--- src/rtl/vram_byte_sequencer.sv ---
// Video-fetch byte sequencer: splits each BYTES-wide VRAM word into per-CAS byte
// slots, with an optional slot delay that draws early slots from the previous word.
module vram_byte_sequencer #(
  parameter int BYTES = 2,
  parameter int DW    = 8,
  parameter int DLYW  = ($clog2(BYTES) > 1) ? $clog2(BYTES) : 1
) (
  input  logic                clk,
  input  logic                reset_n,
  input  logic                cpu_n,
  input  logic                ras_n,
  input  logic                cas_n,
  input  logic [BYTES*DW-1:0] vram_din,
  input  logic                de,
  input  logic                shift_en,
  input  logic [DLYW-1:0]     delay,
  output logic [DW-1:0]       dout,
  output logic                dout_valid,
  output logic                fetch_done,
  output logic                overrun
);

  localparam int             IW   = $clog2(BYTES);
  localparam logic [IW-1:0]  LAST = IW'(BYTES - 1);

  logic [IW-1:0] idx;
  logic          cas_n_old;
  logic          sh_q;
  logic [IW-1:0] d_q;
  logic          done_seen;
  logic [DW-1:0] carry [BYTES];

  logic [DW-1:0] word [BYTES];
  logic [IW-1:0] d_clamp;
  logic [IW-1:0] e_eff;
  logic          use_carry;
  logic [IW-1:0] rd_idx;
  logic [DW-1:0] rd_byte;

  // NOTE: every signal driven here gets a value on every path, so no latch is inferred.
  always_comb begin
    for (int k = 0; k < BYTES; k++) word[k] = vram_din[k*DW +: DW];

    d_clamp = IW'(delay);
    if (int'(delay) > BYTES - 1) d_clamp = LAST;

    e_eff     = sh_q ? d_q : '0;
    use_carry = (idx < e_eff);
    rd_idx    = use_carry ? IW'(BYTES + int'(idx) - int'(e_eff)) : (idx - e_eff);
    rd_byte   = use_carry ? carry[rd_idx] : word[rd_idx];
  end

  // NOTE: all sequential state uses non-blocking assignments so every register
  // sees the pre-edge values of its neighbours.
  always_ff @(posedge clk or negedge reset_n) begin
    if (!reset_n) begin
      idx        <= '0;
      cas_n_old  <= 1'b1;
      sh_q       <= 1'b0;
      d_q        <= '0;
      done_seen  <= 1'b0;
      dout       <= '0;
      dout_valid <= 1'b0;
      fetch_done <= 1'b0;
      overrun    <= 1'b0;
      // NOTE: the carry array is reset so a window after reset never emits stale bytes.
      for (int k = 0; k < BYTES; k++) carry[k] <= '0;
    end else begin
      cas_n_old <= cas_n;
      if (!cpu_n) begin
        idx        <= '0;
        dout_valid <= 1'b0;
        fetch_done <= 1'b0;
        overrun    <= 1'b0;
        done_seen  <= 1'b0;
        sh_q       <= shift_en;
        d_q        <= d_clamp;
      end else begin
        dout_valid <= !ras_n && !cas_n && cas_n_old;
        fetch_done <= 1'b0;

        // CAS rising edge inside RAS closes the current slot.
        if (!ras_n && !cas_n_old && cas_n) begin
          if (idx != LAST) begin
            idx <= idx + 1'b1;
          end else if (done_seen) begin
            overrun <= 1'b1;
          end else begin
            fetch_done <= 1'b1;
            done_seen  <= 1'b1;
          end
        end

        if (!ras_n && !cas_n) begin
          dout <= rd_byte;
          if (idx == LAST) begin
            for (int k = 0; k < BYTES; k++) carry[k] <= de ? word[k] : '0;
          end
        end
      end
    end
  end

endmodule

--- config.mk ---
export PLATFORM = sky130hd
export DESIGN_NAME = vram_byte_sequencer
export DESIGN_NICKNAME = d
export VERILOG_FILES = /design/src/rtl/vram_byte_sequencer.sv
export SDC_FILE = /design/constraint.sdc
export NUM_CORES = 1
export LEC_CHECK = 0
export BUFFER_PORTS_ARGS = -buffer_cell sky130_fd_sc_hd__buf_4
export CAP_MARGIN = 5
export CORE_MARGIN = 2
export CORE_UTILIZATION = 40
export DETAILED_ROUTE_END_ITERATION = 8
export PLACE_DENSITY = 0.69
export SETUP_SLACK_MARGIN = 0.15
export SYNTH_ARGS = -nofsm -noshare
export SYNTH_HDL_FRONTEND = slang
export SYNTH_SLANG_ARGS = --single-unit
--- constraint.sdc ---
create_clock -name clk -period 2.65 [get_ports clk]
set_input_delay 0.265 -clock clk [delete_from_list [all_inputs] [get_ports clk]]
set_output_delay 0.265 -clock clk [all_outputs]
set_load 0.05 [all_outputs]
# == Word level (Yosys, flattened, before mapping) ==
# Index checks and enable logic that the tools add are counted.
# totals
register_bits,32
in_bits,24
out_inout_bits,11
wordCells,58
# op_classes
add_sub_neg,4
order_cmp,2
n_eq_ne,3
n_mux,26
n_bitwise,1
n_reduce_logical,11
# op_table
op,count
$mux 8,9
$mux 1,17
$ne 2x1->1 const B,3
$reduce_and 3->1,2
$logic_and 1x1->1,4
$reduce_and 2->1,2
$logic_not 1->1,3
$ge 2x2->1 const B,1
$not 1->2,1
$sub 1x1->1,2
$add 1x1->1 const A,1
$add 1x1->1 const B,1
$lt 1x1->1,1

# == Depth between registers and ports, before layout ==
# Gate-level depths: netlist (run 1).
# logic_depth
word_depth,8
mapped_depth,5
ltp_nobuf,4

# == Worst setup path after synthesis (run 1) ==
# OpenSTA, ideal clock, no wires.
# synth_timing
kind,reg2reg
start,reg sh_q
end,reg dout[0]
setup_ps,125
t_arrival_ps,1657
required_ps,2525
setup_slack_ps,868
path_stages_with_launch,6
path_buffers,1
period_less_slack_ps,1782
path_cell_list,dfrtp_1 > and2_1 > ha_1 > buf_6 > mux4_2 > mux2_2
# synth_via
elab_chain_cells,8
word_cells_on_any_way,13
classes_between,2 x add/sub; 1 x order compare; 9 x mux; 1 x bitwise
# synth_rtl
element,line,rtl
from (decl),28,logic sh_q;
from (signal assigned),76,sh_q <= shift_en;
$mux 1 (*),47,e_eff = sh_q ? d_q : '0;
$sub 1x1->1 or $lt 1x1->1 (tied branches),"49, 48",
$mux 1,49,rd_idx = use_carry ? IW'(BYTES + int'(idx) - int'(e_eff)) : (idx - e_eff);
$not 1->2 (implied by the code),50,rd_byte = use_carry ? carry[rd_idx] : word[rd_idx];
$mux 8 (implied by the code) (3 in series),50,
$mux 8 (*),50,
to (signal assigned),95,dout <= rd_byte;
to (decl),17,"output logic [DW-1:0] dout,"
# Mark *: on every way between the ends. The rest lies on a longest branch, timed or not. The select of a mux whose other input is x is not followed.
# A chain may end at the register's enable or synchronous reset.

# == Worst setup path after layout (run 1) ==
# layout_timing
start,reg sh_q
end,reg dout[5]
# The elaborated chain is that of the path after synthesis.

==> impl_metrics.ini, run 1 <==
[timing]
holdWs_ns = 0.115
finClkSkew_ns = 0.00846
finalHoldViolations = 0
finalCriticalPeriod_ns = 2.07
slew_headroom_pct = 61.8
fmax_mhz = 484
rsz0062_at_grt = no
timing.final.ws_setup_ns = 0.582
fin_tns_setup_ns = 0
tightestPinTransition_ns = 0.573
slew_violations = 0
layout_worst_path_cycle_share_pct = 78.0
setup_violations = 0

[power]
power.density_nw_per_um2 = 782
totalPowerFinal_mw = 1.50
power.share.combinational_pct = 29.0
sw_frac_of_total_pct = 31.7
seq_power_share_pct = 43.6
leakagePower_nw = 0.874
share_clk_of_total_power_pct = 27.4
p_switching_mw = 0.476
max-vdd-ir-drop_v = 0.000309
p_int_mw = 1.02

[placed_design]
dpl_worst_slack_ns = 0.531
buffer_ports.inserted = 34
placed_cells_incl_taps = 195
detailed_place_hpwl_um = 2160
place.gp.congestion = 0.778
placedInstanceArea_um2 = 1810

[yosys]
synth.area.top_cells = dfrtp_1, mux4_2, mux2i_1, mux2_2, inv_1
ys.warnings.count = 0
yosys_register_bits = 32
ys_async_sr_fraction_pct = 100
ys_top_cells_by_count = dfrtp_1, inv_1, nand2_1, mux2i_1, mux2_2
post-synth-top-count-cell = dfrtp_1
synth-seq-area-share_pct = 51.9
yosys.area.top_type = dfrtp_1
yosysTopAreaCellShare_pct = 50.2
synth_nets = 145
yosysUniqueCellTypes = 20
synth_cells = 120
synth-main-ff-cell = dfrtp_1
synthesis.area_per_instance_um2 = 12.9
synth_area_um2 = 1550
number_of_flops_mapped_to_enable_cells_by_yosys = 0

[cts]
cts_resized = 0
clockBufferDepth = 2
max_h_tree_level = 2
clock_latency_on_the_worst_skew_pair_ns = 0.29
cts_inserted_buffers = 5
cts.root.buffer_cell = clkbuf_8
clock-sinks = 32
clk_transition_reported_paths_ns = 0.07
tritoncts = yes

[run]
timing.max_cap.violations = 0

[detailed_routing]
drt_first_pass_iters = 4
route.detailed.drc = 0
vias_per_cell = 4.91
dr.first_iter.drc_count = 33
wl_per_cell_um = 14.5
detailroute.via_count = 1001
detail_route.wirelength_um = 2960
remaining_antenna_violation_count_after_routing = 0

[grt]
grt_antenna_before_repair = 0
gr-total-overflow = 0
first_global_vias = 1135
largest_net_degree_at_the_start_of_global_routing = 33
track_usage_pct = 16.1
grt_pass1_wl_um = 5110

[setup_path]
crit-reg2reg-launch = sh_q$_DFFE_PN0N_
critical_path_buf_inv_count = 0
cp-end-kind = flop
cpPeakStageDelay_ns = 0.59
worst-endpoint-required_ns = 2.81
critical_path.max_fanout = 8
worst_r2r_path_depth = 4
cp.arrival_ns = 2.23
timing.critical_path.cells = and2_1, ha_1, mux4_2, mux2_2
criticalPathCategory = reg -> reg
critical_path.slowest_cell = ha_1
reg2reg_setup_slack_ns = 0.58
worstReg2RegEnd = dout[5]$_DFFE_PN0P_
largest_delay_contributor_family_on_the_critical_path = multiplexers
worstSetupStartpointType = flop
critical_path_depth = 4

[layout]
final_nets = 180
design_area_um2 = 1920
antenna_diode_count = 0
final_layout_size_suffix_gt1_share_pct = 39.7
area_growth_pct = 24.1
finalCoreUtilization_pct = 52.0
layout.cells.non_filler = 204

[hold_path]
worstHoldEndpoint = cas_n_old$_DFF_PN1_
hold_class = in -> reg
hold_depth = 1
hold_path.startpoint = cas_n

[floorplan]
start_util_pct = 41.9
io-pin-count = 35
core_um2 = 3690
num_rows = 22
floorplan.die_area_um2 = 4380
die-height_um = 66.2
die_x_um = 66.2

[status]
status = completed
==> worst max path at each step <==
| stage | startpoint | endpoint |
|---|---|---|
| after CTS | sh_q$_DFFE_PN0N_ | dout[1]$_DFFE_PN0P_ |
| after global placement | sh_q$_DFFE_PN0N_ | dout[1]$_DFFE_PN0P_ |
| final | sh_q$_DFFE_PN0N_ | dout[5]$_DFFE_PN0P_ |
| after floorplan | sh_q$_DFFE_PN0N_ | dout[0]$_DFFE_PN0P_ |
| after detailed placement | sh_q$_DFFE_PN0N_ | dout[1]$_DFFE_PN0P_ |
| after global routing | sh_q$_DFFE_PN0N_ | dout[5]$_DFFE_PN0P_ |
==> final cells by class <==
type	count	area, um^2
Sequential cell	32	802
Fill cell	351	1770
Tap cell	48	60.1
Multi-Input combinational cell	63	623
Inverter	18	67.6
Timing Repair Buffer	35	265
Clock buffer	8	100
==> registers in the layout, indices dropped and copies added (netlist names) <==
name / flops
sh_q: 1
done_seen: 1
idx: 1
fetch_done: 1
carry: 16
overrun: 1
dout: 8
d_q: 1
cas_n_old: 1
dout_valid: 1
==> worst register-to-register path, delay by kind of cell, from the launching register on <==
family,cells,cell delay [ns]
flops,1,0.37
fa+ha+maj,1,0.59
mux,2,0.83
simple gates,1,0.16
==> timing repair <==
item                                   4_1_cts  5_1_grt
endpoints found under the hold margin       31        0
buffers inserted                             0        0
hold buffers                                 1        0
==> metal layers <==
metal  up-vias  part of all wire (%)  global-route usage, %
li1        470                     -                      -
met1       504                    42                   17.1
met2        21                    52                   28.1
met3         6                   4.0                   5.45
met4         0                   2.1                   8.42
met5         -                     0                      0
==> cells in the final DEF, fill, tap and decap left out <==
master,count
nor3b_4,1
dfrtp_1,31
o21a_1,1
inv_1,18
and2_1,2
a21boi_0,1
dfstp_2,1
clkbuf_1,1
clkbuf_8,7
nand4bb_1,1
mux2i_1,16
nor3b_1,2
mux4_2,8
dlygate4sd3_1,1
and4bb_2,1
mux2_2,10
nand2_1,18
ha_1,1
buf_4,34
o21ai_0,1
==> power groups by stage <==
| stage | clock network, mW | registers, mW | logic, mW |
|---|---|---|---|
| 3_5_place_dp | 0 | 0.663 | 0.441 |
| 3_3_place_gp | 0 | 0.654 | 0.429 |
| 4_1_cts | 0.422 | 0.654 | 0.444 |
| 2_1_floorplan | 0 | 0.781 | 0.178 |
| 5_1_grt | 0.451 | 0.665 | 0.471 |
| 6_report | 0.411 | 0.653 | 0.435 |
==> logic make-up after synthesis <==
kind of cell	count (synthesis)	synth area share, %
compound gates	3	1.30
fa+ha+maj	1	0.810
buf+inv	25	7.77
flops	32	51.9
mux	34	29.3
simple gates	25	8.91
Note: power is estimated with default switching activity, not from simulation.
==> run 2, diff against run 1 <==
clock period = 2.1 ns   (was 2.65 ns; I/O delays follow)
==> run 2 against run 1 <==
Against the previous run: clock power rose by 19%; largest cell class unchanged; total power rose by 25%; sequential power rose by 26%; design area grew 0.26%; cell count rose by 0.98%; critical path type unchanged.
==> impl_metrics.ini, run 2 (same netlist as run 1, synthesis figures left out) <==
[status]
status = completed

[power]
sw_frac_of_total_pct = 32.5
p_int_mw = 1.27
p_switching_mw = 0.609
leakagePower_nw = 0.877
power.share.combinational_pct = 29.9
totalPowerFinal_mw = 1.87
power.density_nw_per_um2 = 975
max-vdd-ir-drop_v = 0.000558
share_clk_of_total_power_pct = 26.1
seq_power_share_pct = 44.0

[setup_path]
worstSetupStartpointType = flop
worst_r2r_path_depth = 5
critical_path.max_fanout = 4
worst-endpoint-required_ns = 2.27
cp-end-kind = flop
cp.arrival_ns = 2.02
criticalPathCategory = reg -> reg

[timing]
finClkSkew_ns = 0.00414
setup_violations = 0
holdWs_ns = 0.0682
layout_worst_path_cycle_share_pct = 88.0
timing.final.ws_setup_ns = 0.251
finalCriticalPeriod_ns = 1.85
finalHoldViolations = 0
rsz0062_at_grt = no
slew_headroom_pct = 60.2
tightestPinTransition_ns = 0.596
fin_tns_setup_ns = 0
fmax_mhz = 541
slew_violations = 0

[placed_design]
placed_cells_incl_taps = 197
buffer_ports.inserted = 34
dpl_worst_slack_ns = 0.240
detailed_place_hpwl_um = 2180
place.gp.congestion = 0.752
placedInstanceArea_um2 = 1820

[cts]
cts_inserted_buffers = 5
clock-sinks = 32
max_h_tree_level = 2
clockBufferDepth = 2
tritoncts = yes
cts_post_setup_buffers_inserted = 0
cts.root.buffer_cell = clkbuf_8
clk_transition_reported_paths_ns = 0.06
clock_latency_on_the_worst_skew_pair_ns = 0.29

[floorplan]
floorplan.die_area_um2 = 4380
start_util_pct = 41.9
core_um2 = 3690
io-pin-count = 35
num_rows = 22
die_x_um = 66.2
die-height_um = 66.2

[layout]
largest_register_ff_count = 16
design_area_um2 = 1920
final_layout_size_suffix_gt1_share_pct = 39.9
fillers = 365
layout.cells.most_common = buf_4
final_nets = 182
ff_latch_area_um2 = 802
layout.cells.non_filler = 206
multiInputGateArea_um2 = 623
antenna_diode_count = 0
largest_register = carry
finalCoreUtilization_pct = 52.1
layout.cells.most_common_list = buf_4, dfrtp_1, nand2_1, inv_1, mux2i_1
area_growth_pct = 24.5
regs_by_ff_count = carry: 16 flops, dout: 8 flops

[grt]
grt_pass1_wl_um = 5380
largest_net_degree_at_the_start_of_global_routing = 33
grt_antenna_before_repair = 0
track_usage_pct = 17.0
gr-total-overflow = 0
first_global_vias = 1134

[hold_path]
hold_depth = 1
hold_class = in -> reg

[detailed_routing]
wl_per_cell_um = 14.7
dr.first_iter.drc_count = 29
route.detailed.drc = 0
detail_route.wirelength_um = 3030
detailroute.via_count = 1028
vias_per_cell = 4.99
remaining_antenna_violation_count_after_routing = 0
drt_first_pass_iters = 4

[run]
timing.max_cap.violations = 0
run 2: power by group through the flow:
stage,sequential (mW),clock (mW),combinational (mW)
after floorplan,0.985,0,0.225
after global placement,0.826,0,0.549
after detailed placement,0.838,0,0.566
after CTS,0.826,0.497,0.568
after global routing,0.842,0.533,0.609
final,0.824,0.489,0.561
run 2: per-layer routing:
metal	global-route usage, %	up-vias	part of all wire (%)
met2	27.9	24	51
met5	0	-	0
met4	9.95	0	2.0
met3	4.77	6	5.6
li1	-	475	-
met1	19.8	523	42
run 2: path summary, 6_finish.rpt:
kind                                  startpoint                    to  slack, ns
setup / recovery                sh_q$_DFFE_PN0N_   dout[3]$_DFFE_PN0P_       0.25
hold / removal                             cas_n   cas_n_old$_DFF_PN1_       0.07
setup reg to reg                sh_q$_DFFE_PN0N_   dout[3]$_DFFE_PN0P_       0.25
hold reg to reg            done_seen$_DFFE_PN0P_  fetch_done$_DFF_PN0_       0.46
max in group asynchronous                reset_n   cas_n_old$_DFF_PN1_       1.38
min in group asynchronous                reset_n  carry[4]$_DFFE_PN0P_       0.39
run 2: layout make-up:
cell class	count	share of cell area (%)
Sequential cell	32	41.7
Timing Repair Buffer	37	14.6
Clock buffer	8	4.68
Multi-Input combinational cell	63	32.4
Inverter	18	3.51
Tap cell	48	3.12
run 2: worst max-delay path, stage by stage (launching register included):
cell and delay, ns:
dfrtp_1 0.37, and2_1 0.15, ha_1 0.29, buf_4 0.16, mux4_2 0.50, mux2_2 0.27
run 2: repair_timing:
action / CTS / global route
setup endpoints to repair: 0 / 0
hold endpoints to repair: 31 / 0
resized for setup: 0 / 0
hold buffers: 1 / 0
